## src/rtl/fetch_prefetch_queue.sv

```systemverilog
// Instruction prefetch queue: issues sequential word fetches, buffers returned
// instructions with their PCs and flushes on an execute-stage redirect.
module fetch_prefetch_queue #(
  parameter int          DEPTH    = 4,
  parameter logic [31:0] RESET_PC = 32'h0000_0000
) (
  input  logic        clk,
  input  logic        rst_n,
  output logic        imem_req,
  output logic [31:0] imem_addr,
  input  logic        imem_gnt,
  input  logic        imem_rvalid,
  input  logic [31:0] imem_rdata,
  input  logic        StallF,
  input  logic        PCSrcE,
  input  logic [31:0] PCTargetE,
  output logic [31:0] InstrF,
  output logic [31:0] PCF,
  output logic [31:0] PCPlus4F,
  output logic        InstrValidF
);

  localparam int AW = $clog2(DEPTH);
  localparam int CW = AW + 1;
  localparam logic [CW-1:0] FULL_COUNT = DEPTH[CW-1:0];
  localparam logic [CW:0]   CREDIT_MAX = DEPTH[CW:0];
  localparam logic [31:0]   NOP        = 32'h0000_0013;

  logic [31:0]   reqPc, respPc, targetPc;
  logic [CW-1:0] inflight, discard, count;
  logic [AW-1:0] rdPtr, wrPtr;
  logic [31:0]   pcMem    [DEPTH];
  logic [31:0]   instrMem [DEPTH];
  logic [CW:0]   credits;
  logic          grant, push, pop, dropResp;

  assign InstrValidF = (count != '0);
  assign InstrF      = InstrValidF ? instrMem[rdPtr] : NOP;
  assign PCF         = InstrValidF ? pcMem[rdPtr] : 32'h0;
  assign PCPlus4F    = InstrValidF ? pcMem[rdPtr] + 32'd4 : 32'h0;

  // Discarded in-flight responses still hold a credit until they return.
  always_comb begin
    credits   = {1'b0, inflight} + {1'b0, count};
    imem_req  = !rst_n && !PCSrcE && (credits < CREDIT_MAX);
    imem_addr = reqPc;
    grant     = imem_req && imem_gnt;
    dropResp  = (discard != '0);
    push      = imem_rvalid && !dropResp && !PCSrcE && !rst_n;
    pop       = InstrValidF && !StallF && !PCSrcE;
    targetPc  = PCTargetE & ~32'h3;
  end

  always_ff @(posedge clk) begin
    if (rst_n) begin
      reqPc    <= RESET_PC;
      respPc   <= RESET_PC;
      inflight <= '0;
      discard  <= '0;
      count    <= '0;
      rdPtr    <= '0;
      wrPtr    <= '0;
    end else if (PCSrcE) begin
      reqPc    <= targetPc;
      respPc   <= targetPc;
      inflight <= inflight - CW'(imem_rvalid);
      discard  <= inflight - CW'(imem_rvalid);
      count    <= '0;
      rdPtr    <= '0;
      wrPtr    <= '0;
    end else begin
      if (grant) reqPc <= reqPc + 32'd4;
      inflight <= inflight + CW'(grant) - CW'(imem_rvalid);
      if (imem_rvalid && dropResp) discard <= discard - CW'(1);
      if (push) begin
        respPc <= respPc + 32'd4;
        wrPtr  <= wrPtr + AW'(1);
      end
      if (pop) rdPtr <= rdPtr + AW'(1);
      count <= count + CW'(push) - CW'(pop);
    end
  end

  always_ff @(posedge clk) begin
    if (push) begin
      pcMem[wrPtr]    <= respPc;
      instrMem[wrPtr] <= imem_rdata;
    end
  end

  // The credit rule makes a push into a full queue impossible.
  assert property (@(posedge clk) disable iff (rst_n) !(push && count == FULL_COUNT));

endmodule

```

## config.mk

```make
export PLATFORM = sky130hd
export DESIGN_NAME = fetch_prefetch_queue
export DESIGN_NICKNAME = d
export VERILOG_FILES = /design/src/rtl/fetch_prefetch_queue.sv
export SDC_FILE = /design/constraint.sdc
export NUM_CORES = 1
export LEC_CHECK = 0
export CAP_MARGIN = 20
export CORE_AREA = 10 10 231 233
export CTS_CLUSTER_SIZE = 14
export DETAILED_ROUTE_END_ITERATION = 7
export DIE_AREA = 0 0 241 243
export GPL_TIMING_DRIVEN = 0
export PLACE_DENSITY = 0.53
export SETUP_SLACK_MARGIN = 0.1
export SLEW_MARGIN = 15
export SYNTH_ARGS = -nofsm -noshare
export SYNTH_HDL_FRONTEND = slang
export SYNTH_SLANG_ARGS = --single-unit
```

## constraint.sdc

```tcl
create_clock -name clk -period 3.6 [get_ports clk]
set_input_delay 0.54 -clock clk [delete_from_list [all_inputs] [get_ports clk]]
set_output_delay 0.54 -clock clk [all_outputs]
set_load 0.05 [all_outputs]
```

### Word-level counts from Yosys, hierarchy flattened

Memories as Yosys holds them, arrays and structs flattened. A register that Yosys moved wholly into a read port is not among the register bits.
Index checks and enable logic that the tools add are counted.

* bits in writable memories: 256
* logic and storage cells: 59
* output and inout port bits: 130
* memories kept: 2
* register bits: 77

Memories
* instrMem: depth 4, width 32, rd ports 1, clocked after memory_dff 1, write ports 1, RTL line 33 `logic [31:0] instrMem [DEPTH];`
* pcMem: depth 4, width 32, rd ports 1, clocked after memory_dff 1, write ports 1, RTL line 32 `logic [31:0] pcMem [DEPTH];`

* reduce and logical (&&, ||, !) cells: 19
* add/sub/neg operators: 12
* magnitude comparators: 1
* mux-type cells: 16

Operators by type and width (number)
* $mux 32: 7
* $add 32x3->32 const B: 3
* $logic_and 1x1->1: 9
* $mux 3: 3
* $sub 3x1->3: 3
* $mux 2: 4
* $add 3x1->3: 2
* $reduce_bool 2->1: 3
* $reduce_bool 3->1: 2
* $add 2x1->2 const B: 2
* $add 3x3->4: 1
* $logic_not 1->1: 4
* $lt 4x3->1 const B: 1
* $sub 3x1->3 const B: 1
* $mux 1: 2
* $reduce_or 2->1: 1

### Longest topological paths before layout

Gate-level depths: netlist of run 1.

* depth after elaboration: 7
* depth in mapped cells: 13
* depth with buffers taken out: 12

### Worst setup path after synthesis of run 1

No wires, ideal clock.

* kind: register -> output
* start point: reg with a tool-made name
* end point: out PCPlus4F[20]
* required time: 3.060 ns
* arrival: 2.919 ns
* stages on the path, launching flop included: 11
* buffers on the path: 3
* setup slack: 0.141 ns
* cells stage by stage: dfxtp_1 -> buf_6 -> buf_12 -> mux4_2 -> ha_1 -> nand2_1 -> o22ai_2 -> nand3_2 -> buf_2 -> or3_1 -> a21oi_1

RTL lines
* end: declaration: RTL line 19 `output logic [31:0] PCPlus4F,`

==> metrics.md, run 1 <==
| Metric | Value |
|---|---|
| Diodes inserted | `0` |
| YS warnings | `0` |
| Layout Utilization | `about two fifths` |
| Crit path to | `PCPlus4F[20]` |
| CP max stage delay | `0.38 ns` |
| Pins Over Slew Limit | `0` |
| Crit path max-delay family | `buffers and inverters` |
| Mapped Cells | `1,031` |
| Worst path slowest cell | `mux4_2` |
| Antenna viol nets, final | `0` |
| Tightest Hold Check Type | `in -> reg` |
| Worst hold stages | `3` |
| Synth Cell Area | `14,470 um^2` |
| Max-slew headroom | `between 30% and 40%` |
| Slew @ Worst Pin | `0.9985 ns` |
| Syn Area/Cell | `14.04 um^2` |
| Register area share after synthesis | `61.84%` |
| Power per cell area | `451.8 nW/um^2` |
| CTS tree | `done` |
| RSZ-0062 raised after global routing | `true` |
| Post-synth cell types | `62` |
| Clock slew at reported path FFs | `0.06 ns` |
| CORE AREA | `48,650 um^2` |
| Crit path buffers/inverters | `4` |
| Post-synthesis sequential element count | `approximately 320` |
| FF-to-FF path depth | `13` |
| First-pass GRT wire length | `~63 mm` |
| # IOs | `200` |
| Largest net degree at the start of global routing | `38` |
| Htree depth | `2` |
| CTS buffer count | `36` |
| Skew final | `0.01781 ns` |
| Max Clock Freq | `279.3 MHz` |
| Finished Cell Area | `19,130 um^2` |
| Outcome | `complete, no violations` |
| Fin. Hold Viols | `0` |
| Max-cap violation count | `0` |
| Via count of the first global-routing pass | `9,764` |
| Height of the die | `~240 um` |
| Initial antenna violation count | `0` |
| R2R Setup Slk | `0.49 ns` |
| Post-synth ARST share | `0%` |
| Vias/cell | `4.894` |
| Required time of the critical path | `3.06 ns` |
| Worst r2r src | `count[2]$_SDFF_PP0_` |
| Most frequent cells in the layout | `edfxtp_1 (248), clkdlybuf4s50_1 (105), dfxtp_1 (73)` |
| CP Cell Sequence | `buf_12 > buf_12 > mux4_2 > ha_4 > nand2_4 > o22ai_4 > nand3_4 > buf_8 > or3_4 > a21oi_2 > buf_6` |
| Layout cells sized above 1 | `21.80%` |
| Post-route setup slack | `0.01950 ns` |
| FP Rows | `between 80 and 90` |
| DR WL/cell | `roughly 22 um` |
| Power, Total | `0.008641 W` |
| Layout net count | `1,398` |
| Post-CTS Hold Buffers | `0` |
| Clock latency on the worst-skew pair | `0.54 ns` |
| Crit path arrival time | `about 3.0 ns` |
| Clock Sinks | `323` |
| Fin crit period | `3.581 ns` |
| Ratio of final minimum period to clock period | `between 90% and 100%` |
| DP Area | `~17,000 um^2` |
| Die W | `roughly 240 um` |
| CP startpoint kind | `register` |
| VDD IR max | `299.3 uV` |
| Post-route setup TNS | `0 ns` |
| Most common cell after layout, fill and taps aside | `edfxtp_1` |
| Setup Crit Path Kind | `reg -> out` |
| GPL Wtd Cong | `between 0.8 and 0.9` |
| Vias after detailed routing | `9,577` |
| FILL cells | `4,658` |
| Final setup viols | `0` |
| Area grow syn2layout | `32.16%` |
| Post-DP HPWL | `29.69 mm` |
| Detailed Route Iter0 Violations | `643` |
| DRT Pass-1 Iters | `5` |
| Post-synth top flop | `edfxtp_1` |
| PortBufs | `190` |
| Grt total ovfl | `0` |
| Stages on the worst setup path | `11` |
| Lkg Pwr | `6.753 nW` |
| Worst setup EP type | `primary output` |
| Synth area leader | `edfxtp_1` |
| Initial core utilization | `29.75%` |
| Top cells by area, synth | `edfxtp_1 (51%), dfxtp_1 (10%), mux4_2 (7.8%)` |
| Final wirelength | `42.18 mm` |
| Root Buffer | `clkbuf_16` |
| Crit path top cell by count | `buf_12` |
| GR Util All Layers | `14.07%` |
| Pre-CTS setup slack | `-0.6431 ns` |
| Clock tree buffer depth | `3` |
| R2r endpoint | `inflight[2]$_SDFF_PP0_` |
| Number of flops mapped to enable cells by yosys | `248` |
| Total Die Area | `58,560 um^2` |
| Area share of the largest cell type after synthesis | `51.46%` |
| Critical-path maximum fanout | `5` |
| DRC violations left | `0` |
## kinds of logic (layout without fill, tap and decap cells)
group,after synthesis,in the layout,synth area share [%]
mux,71,71,10.63
fa+ha+maj,19,19,1.746
buf+inv,104,403,3.415
flops,323,323,61.84
compound gates,134,134,5.974
simple gates,315,315,12.49
other cells,1,6,0.02591
xor+xnor,64,64,3.873
## timing repair
| action | 4_1_cts | 5_1_grt |
|---|---|---|
| resized for setup | 285 | 85 |
| setup endpoints to repair | 94 | 52 |
| pin swaps | 21 | 20 |
| gates cloned | 2 | 1 |
| buffers inserted | 20 | 19 |
## cell usage after synthesis (8+ instances only)
master    instances
a21boi_0         32
a21oi_1          46
and2_1           64
and3_1           22
and4_1            9
buf_2            10
clkbuf_1         33
dfxtp_1          75
edfxtp_1        248
ha_1             17
inv_1            46
mux4_1           12
mux4_2           50
nand2_1          49
nand3_1          27
nand4_1          31
nor2_1           41
nor3_1           15
nor4_1           12
o21ai_0          13
o31a_1            9
or4_1             8
xnor2_1          31
xor2_1           33
## report_power, final
part           total, W  switching [W]  internal, W
Combinational  0.000785       0.000481     0.000304
Sequential      0.00422       0.000109      0.00411
Clock           0.00364        0.00146      0.00218
Total           0.00864        0.00205      0.00659
## worst min-delay path, cell delays in order
cell     delay [ns]
buf_2          0.22
a21oi_1        0.11
o31a_1         0.11
## metal layers
metal / global-route usage [%] / wire [um]
met1: 18.87 / 18930
met2: 22.63 / 20010
met3: 3.377 / 2638
met4: 2.904 / 592
met5: 0 / 0
## state kept, by name, summed over array words and instances, names as in the netlist, named ones only
signal	cells
count	3
discard	3
imem_addr	30
inflight	3
instrMem	128
pcMem	120
rdPtr	2
respPc	30
wrPtr	2
## stage by stage
step	cells	hold slack, ns
6_report	1957	0.4805
5_1_grt	1957	0.4843
4_1_cts	1938	0.4460
3_5_place_dp	1852	0.4936
3_3_place_gp	1848	0.4843
2_1_floorplan	1036	0.4601
## final cells by class
| type | count | area, um^2 | share of cell area (%) |
|---|---|---|---|
| buffer | 58 | 396.6 | 2.074 |
| clock buffer | 46 | 1002 | 5.240 |
| clock inverter | 18 | 162.7 | 0.8505 |
| inverter | 46 | 172.7 | 0.9028 |
| multi-input combinational | 609 | 5291 | 27.67 |
| sequential | 323 | 8954 | 46.81 |
| tap | 622 | 778.2 | 4.069 |
| timing repair buffer | 235 | 2369 | 12.38 |
## worst min path at each step
stage,from,end,slack [ns]
after global placement,wrPtr[1]$_SDFFE_PP0P_,wrPtr[1]$_SDFFE_PP0P_,0.48
after floorplan,respPc[8]$_SDFFE_PP0P_,pcMem[0][8]$_DFFE_PP_,0.46
after CTS,rst_n,imem_addr[27]$_SDFFE_PP0P_,0.45
after global routing,rst_n,respPc[20]$_SDFFE_PP0P_,0.48
after detailed placement,wrPtr[1]$_SDFFE_PP0P_,wrPtr[1]$_SDFFE_PP0P_,0.49
final,rst_n,imem_addr[27]$_SDFFE_PP0P_,0.48
Note: power is estimated with default switching activity, not from simulation.
==> inputs of run 2 (changes only) <==
ABC_CLOCK_PERIOD_IN_PS = 3600   (was unset)
PLACE_DENSITY = 0.54   (was 0.53)
==> run 2 against run 1 <==
Against the previous run:
- sequential power barely moved
- critical endpoint unchanged
- setup slack worse by 0.0098 ns
- die area did not move
- total power fell by 4.4%
- via count about the same
- count of clock-buffer cells in the layout grew 1
- worst hold slack gained 0.026 ns
- critical path depth is the same
- register-to-register slack better by 0.05 ns
- core utilization shrank 0.45 points
- non-clock buffer count down 1
==> metrics.md, run 2 (synthesis results as in run 1) <==
| Metric | Value |
|---|---|
| CTS tree | `done` |
| Final hold slack | `between 0.5 and 0.6 ns` |
| FILL cells | `4,636` |
| Final setup viols | `0` |
| Height of the die | `243 um` |
| Switching power total | `between 0.0015 and 0.002 W` |
| CP startpoint kind | `register` |
| Ratio of final minimum period to clock period | `99.73%` |
| DP Cell Count | `1,852` |
| Crit path buffers/inverters | `4` |
| Switching power share of the total | `about a quarter` |
| Required time of the critical path | `slightly above 3 ns` |
| First-pass GRT wire length | `61.22 mm` |
| GR Util All Layers | `13.64%` |
| Slew @ Worst Pin | `0.9394 ns` |
| Root Buffer | `clkbuf_16` |
| DP Area | `17,280 um^2` |
| Htree depth | `2` |
| Setup Crit Path Kind | `reg -> out` |
| Outcome | `complete, no violations` |
| DR WL/cell | `21.13 um` |
| Diodes inserted | `0` |
| Most flops, register | `instrMem` |
| Area grow syn2layout | `30.66%` |
| Power, Total | `just over 0.008 W` |
| Antenna viol nets, final | `0` |
| Pins Over Slew Limit | `0` |
| Max-cap violation count | `0` |
| Tightest Hold Check Type | `in -> reg` |
| Initial core utilization | `between 20% and 30%` |
| Initial antenna violation count | `0` |
| Max reg flops | `approximately 130` |
| Layout cells sized above 1 | `20.27%` |
| VDD IR max | `245.5 uV` |
| Largest net degree at the start of global routing | `38` |
| CTS buffer count | `36` |
| Power per cell area | `436.9 nW/um^2` |
| Most common cell after layout, fill and taps aside | `edfxtp_1` |
| Finished Cell Area | `18,910 um^2` |
| Grt total ovfl | `0` |
| Skew final | `0.02067 ns` |
| Crit path arrival time | `3.05 ns` |
| GPL Wtd Cong | `between 0.8 and 0.9` |
| Via count of the first global-routing pass | `9,709` |
| Most frequent cells in the layout | `edfxtp_1 (248), clkdlybuf4s50_1 (105), dfxtp_1 (74)` |
| Post-DP HPWL | `a little under 30 mm` |
| Clock tree buffer depth | `3` |
| Int Pwr | `0.006283 W` |
| Final Instance Count excl. Fillers | `1,954` |
| Final wirelength | `41.28 mm` |
| Clock slew at reported path FFs | `approximately 0.060 ns` |
| DRT Pass-1 Iters | `5` |
| Crit path top cell by count | `buf_12` |
| Combinational share of power | `9.4%` |
| Post-CTS Hold Buffers | `0` |
| Clock Sinks | `between 300 and 400` |
| DRC violations left | `0` |
| Clock power frac | `39.6%` |
| Vias/cell | `4.897` |
| CORE AREA | `around 49,000 um^2` |
| Fin. Hold Viols | `0` |
| FP Rows | `81` |
| Fin crit period | `3.590 ns` |
| Sequential power share | `51.0%` |
| CP Cell Sequence | `buf_12 > buf_12 > mux4_2 > ha_4 > nand2_4 > o22ai_4 > nand3_4 > buf_6 > or3_4 > a21oi_4 > buf_8` |
| Total Die Area | `58,560 um^2` |
| Vias after detailed routing | `roughly 9.6k` |
| Critical-path maximum fanout | `7` |
| Layout net count | `1,397` |
| Die W | `241 um` |
| Crit path max-delay family | `buffers and inverters` |
| CP max stage delay | `roughly 0.40 ns` |
| Biggest regs | `instrMem (128), pcMem (120)` |
| Clock latency on the worst-skew pair | `0.52 ns` |
| Detailed Route Iter0 Violations | `660` |
| RSZ-0062 raised after global routing | `true` |
| PortBufs | `190` |
| # IOs | `200` |
| Lkg Pwr | `6.659 nW` |
| Worst setup EP type | `primary output` |
| Max-slew headroom | `a little under two fifths` |
| Worst path slowest cell | `mux4_2` |
| Max Clock Freq | `roughly 280 MHz` |
## run 2: layout make-up
| cell class | instances | area [um^2] | area share, % |
|---|---|---|---|
| repair buffers | 234 | 2330 | 12.32 |
| plain buffers | 58 | 371.6 | 1.965 |
| multi-input cells | 609 | 5273 | 27.89 |
| flip-flops and latches | 323 | 8952 | 47.35 |
| clock inverters | 15 | 67.56 | 0.3573 |
| inverters | 46 | 172.7 | 0.9132 |
| clock buffers | 47 | 963.4 | 5.095 |
| well taps | 622 | 778.2 | 4.116 |
## run 2: path summary, 6_finish.rpt
| kind | to | startpoint | slack [ns] | cells past startpoint |
|---|---|---|---|---|
| worst min register to register | wrPtr[1]$_SDFFE_PP0P_ | wrPtr[1]$_SDFFE_PP0P_ | 0.51 | 2 |
| worst max register to register | inflight[2]$_SDFF_PP0_ | count[2]$_SDFF_PP0_ | 0.54 | 13 |
| worst max-delay path | PCPlus4F[20] | register | 0.01 | 11 |
| worst min-delay path | imem_addr[30]$_SDFFE_PP0P_ | rst_n | 0.51 | 3 |
## run 2: power groups by stage
| stage | Clock (W) | Sequential (W) | Combinational, W |
|---|---|---|---|
| after floorplan | 0 | 0.00433 | 0.000384 |
| after global placement | 0 | 0.00429 | 0.000756 |
| after detailed placement | 0 | 0.00429 | 0.000767 |
| after CTS | 0.00335 | 0.00421 | 0.000777 |
| after global routing | 0.00351 | 0.00422 | 0.000844 |
| final | 0.00327 | 0.00421 | 0.000779 |
## run 2: per-stage QoR
step	TNS, ns	setup WS, ns	utilization [%]
final	0	0.009724	38.87
after detailed placement	-16.58	-0.7587	35.53
after global routing	-0.3104	-0.09138	38.87
after global placement	-407.86	-1.508	35.30
after floorplan	0	0.1408	-
after CTS	-0.3358	-0.09800	38.35
## run 2: timing repair
| action | 4_1_cts | 5_1_grt |
|---|---|---|
| setup endpoints to repair | 94 | 34 |
| cloned | 1 | 1 |
| resized for setup | 269 | 57 |
| pin swaps | 17 | 13 |
| buffers inserted | 24 | 14 |
## run 2: worst min-delay path: stages
cell	delay, ns
buf_2	0.23
a21oi_1	0.10
o31a_1	0.11
## run 2: metal layers
| layer | track usage [%] | vias up | wire [um] |
|---|---|---|---|
| li1 | - | 4445 | - |
| met1 | 18.09 | 4752 | 18330 |
| met2 | 21.92 | 325 | 19150 |
| met3 | 3.728 | 47 | 3205 |
| met4 | 2.645 | 0 | 587 |
| met5 | 0 | - | 0 |
==> inputs of run 3 (changes only) <==
--- a/config.mk
+++ b/config.mk
@@ -8,10 +8,10 @@
 export ABC_CLOCK_PERIOD_IN_PS = 3600
 export CAP_MARGIN = 20
-export CORE_AREA = 10 10 231 233
+export CORE_AREA = 10 10 191 193
 export CTS_CLUSTER_SIZE = 14
 export DETAILED_ROUTE_END_ITERATION = 7
-export DIE_AREA = 0 0 241 243
+export DIE_AREA = 0 0 201 203
 export GPL_TIMING_DRIVEN = 0
-export PLACE_DENSITY = 0.54
+export PLACE_DENSITY = 0.72
 export SETUP_SLACK_MARGIN = 0.1
 export SLEW_MARGIN = 15
==> constraint.sdc (replaced) <==
create_clock -name clk -period 3.6 [get_ports clk]
set_input_delay 0.36 -clock clk [delete_from_list [all_inputs] [get_ports clk]]
set_output_delay 0.36 -clock clk [all_outputs]
set_load 0.05 [all_outputs]
==> run 3 against run 2 <==
Against the previous run:
- count of clock-buffer cells in the layout unchanged
- maximum frequency is 2.9% higher
- flip-flop and latch count is the same
- first-iteration DRC count fell by 0.91%
- largest cell class unchanged
- largest power group unchanged
==> metrics.md, run 3 (synthesis results as in run 1) <==
| Metric | Value |
|---|---|
| Grt total ovfl | `0` |
| CORE AREA | `32,450 um^2` |
| Pre-CTS setup slack | `-0.5319 ns` |
| GR Util All Layers | `17.70%` |
| Slew @ Worst Pin | `0.9903 ns` |
| CTS buffer count | `34` |
| Clock power frac | `41.1%` |
| Switching power total | `between 0.0015 and 0.002 W` |
| Max-slew headroom | `33.47%` |
| Met2 WL | `17.16 mm` |
| Die W | `201 um` |
| Most frequent cells in the layout | `edfxtp_1 (248), clkdlybuf4s50_1 (125), dfxtp_1 (74)` |
| Antenna viol nets, final | `0` |
| Final setup viols | `0` |
| First-pass GRT wire length | `57.18 mm` |
| FP Rows | `66` |
| Fin. Hold Viols | `0` |
| Combinational share of power | `9.1%` |
| DP Area | `17,080 um^2` |
| CP startpoint kind | `register` |
| Skew final | `0.01780 ns` |
| DRT Pass-1 Iters | `5` |
| Metal3 WL | `2.730 mm` |
| Fin crit period | `~3.5 ns` |
| RSZ-0062 raised after global routing | `true` |
| Ratio of final minimum period to clock period | `96.88%` |
| Clock tree buffer depth | `3` |
| Clock slew at reported path FFs | `0.06 ns` |
| Sequential power share | `49.9%` |
| Int Pwr | `0.006474 W` |
| Biggest regs | `instrMem (128), pcMem (120)` |
| Finished Cell Area | `18,580 um^2` |
| Detailed Route Iter0 Violations | `654` |
| Clock latency on the worst-skew pair | `0.52 ns` |
| Initial core utilization | `44.59%` |
| Outcome | `complete, no violations` |
| Critical-path maximum fanout | `6` |
| Total Die Area | `just over 40,000 um^2` |
| Top Layer Used | `met4` |
| Largest net degree at the start of global routing | `43` |
| Most common cell after layout, fill and taps aside | `edfxtp_1` |
| Max-cap violation count | `0` |
| Clock Sinks | `323` |
| Crit path arrival time | `between 3 and 4 ns` |
| Worst setup EP type | `primary output` |
| Height of the die | `203 um` |
| Lkg Pwr | `6.527 nW` |
| Area grow syn2layout | `28.39%` |
| Max Clock Freq | `286.7 MHz` |
| GPL Wtd Cong | `roughly 0.89` |
| Htree depth | `2` |
| DR WL/cell | `about 21 um` |
| VDD IR max | `339.2 uV` |
| Required time of the critical path | `roughly 3.2 ns` |
| Vias after detailed routing | `between 9k and 10k` |
| Diodes inserted | `0` |
| # IOs | `200` |
| Via count of the first global-routing pass | `just under 10k` |
| Setup Crit Path Kind | `reg -> out` |
| CTS tree | `done` |
| Power per cell area | `454.4 nW/um^2` |
| FILL cells | `2,615` |
| Initial antenna violation count | `0` |
| Post-CTS Hold Buffers | `0` |
| Layout cells sized above 1 | `17.87%` |
| Post-DP HPWL | `25.85 mm` |
| Most flops, register | `instrMem` |
| PortBufs | `190` |
| Post-route setup slack | `0.1122 ns` |
| Tightest Hold Check Type | `in -> reg` |
| Vias/cell | `between 5 and 6` |
| Final wirelength | `37.17 mm` |
| Pins Over Slew Limit | `0` |
| Switching power share of the total | `23.32%` |
| Routed length on met1 | `16.51 mm` |
| Layout net count | `1,378` |
| Root Buffer | `clkbuf_16` |
| DRC violations left | `0` |
| Max reg flops | `128` |
==> run 3: cell types whose count changed in the layout (fill, tap and decap cells not counted), moves of 4 or more <==
cell and delta:
clkinv_1 -6, buf_4 -14, mux4_1 +4, dlygate4sd2_1 -7, mux4_2 -4, clkbuf_2 -4
clkdlybuf4s50_1 +20, buf_2 +5, buf_6 -13
==> run 3: what timing repair did <==
item	CTS	global route
resized for setup	181	48
pin swaps	10	12
setup endpoints to repair	88	33
setup buffers	9	14
cloned	1	0
==> run 3: final timing paths <==
check                        start                         end  slack (ns)  depth (start not counted)
max                       register                PCPlus4F[16]        0.11                         12
min                          rst_n  imem_addr[27]$_SDFFE_PP0P_        0.30                          3
max reg2reg    count[2]$_SDFF_PP0_      inflight[2]$_SDFF_PP0_        0.54                         13
min reg2reg  wrPtr[1]$_SDFFE_PP0P_       wrPtr[1]$_SDFFE_PP0P_        0.50                          2
==> run 3: stage by stage <==
step            TNS [ns]  power (W)  cells  utilization (%)  hold WS [ns]
3_3_place_gp     -276.45   0.005021   1668            52.21        0.4816
3_5_place_dp      -3.459   0.005041   1672            52.63        0.4921
6_report               0   0.008444   1757            57.25        0.3005
5_1_grt         -0.01326   0.008738   1757            57.25        0.3206
4_1_cts        -0.001789   0.008500   1744            56.69        0.2723
2_1_floorplan          0   0.004718   1036                -        0.4589
==> run 3: per-layer routing <==
metal,vias to the layer above,track usage [%]
met4,0,4.815
met3,55,4.267
li1,4434,-
met5,-,0
met2,377,28.09
met1,4653,23.82
==> run 3: layout make-up <==
type	instances	area, um^2	area share (%)
sequential	323	8952	48.18
multi-input combinational	609	5239	28.20
timing repair buffer	217	2192	11.80
clock buffer	47	945.9	5.091
tap	442	553.0	2.976
buffer	58	354.1	1.906
inverter	46	172.7	0.9293
clock inverter	15	171.4	0.9226
==> run 3: worst max-delay path, cell delays in order, from the launching register on <==
cell and delay, ns:
dfxtp_4 0.36, buf_12 0.14, buf_12 0.13, mux4_2 0.43, ha_4 0.21, nand2_4 0.07, o22ai_4 0.17, buf_12 0.15
nand3_4 0.10, buf_6 0.17, or3_4 0.38, a21oi_4 0.15, buf_6 0.17
==> run 3: power by group through the flow <==
stage | Combinational [W] | Clock [W] | Sequential (W)
floorplan | 0.000384 | 0 | 0.00433
global placement | 0.000738 | 0 | 0.00428
detailed placement | 0.000754 | 0 | 0.00429
CTS | 0.000761 | 0.00353 | 0.00421
global route | 0.000824 | 0.00369 | 0.00422
finish | 0.000764 | 0.00347 | 0.00421
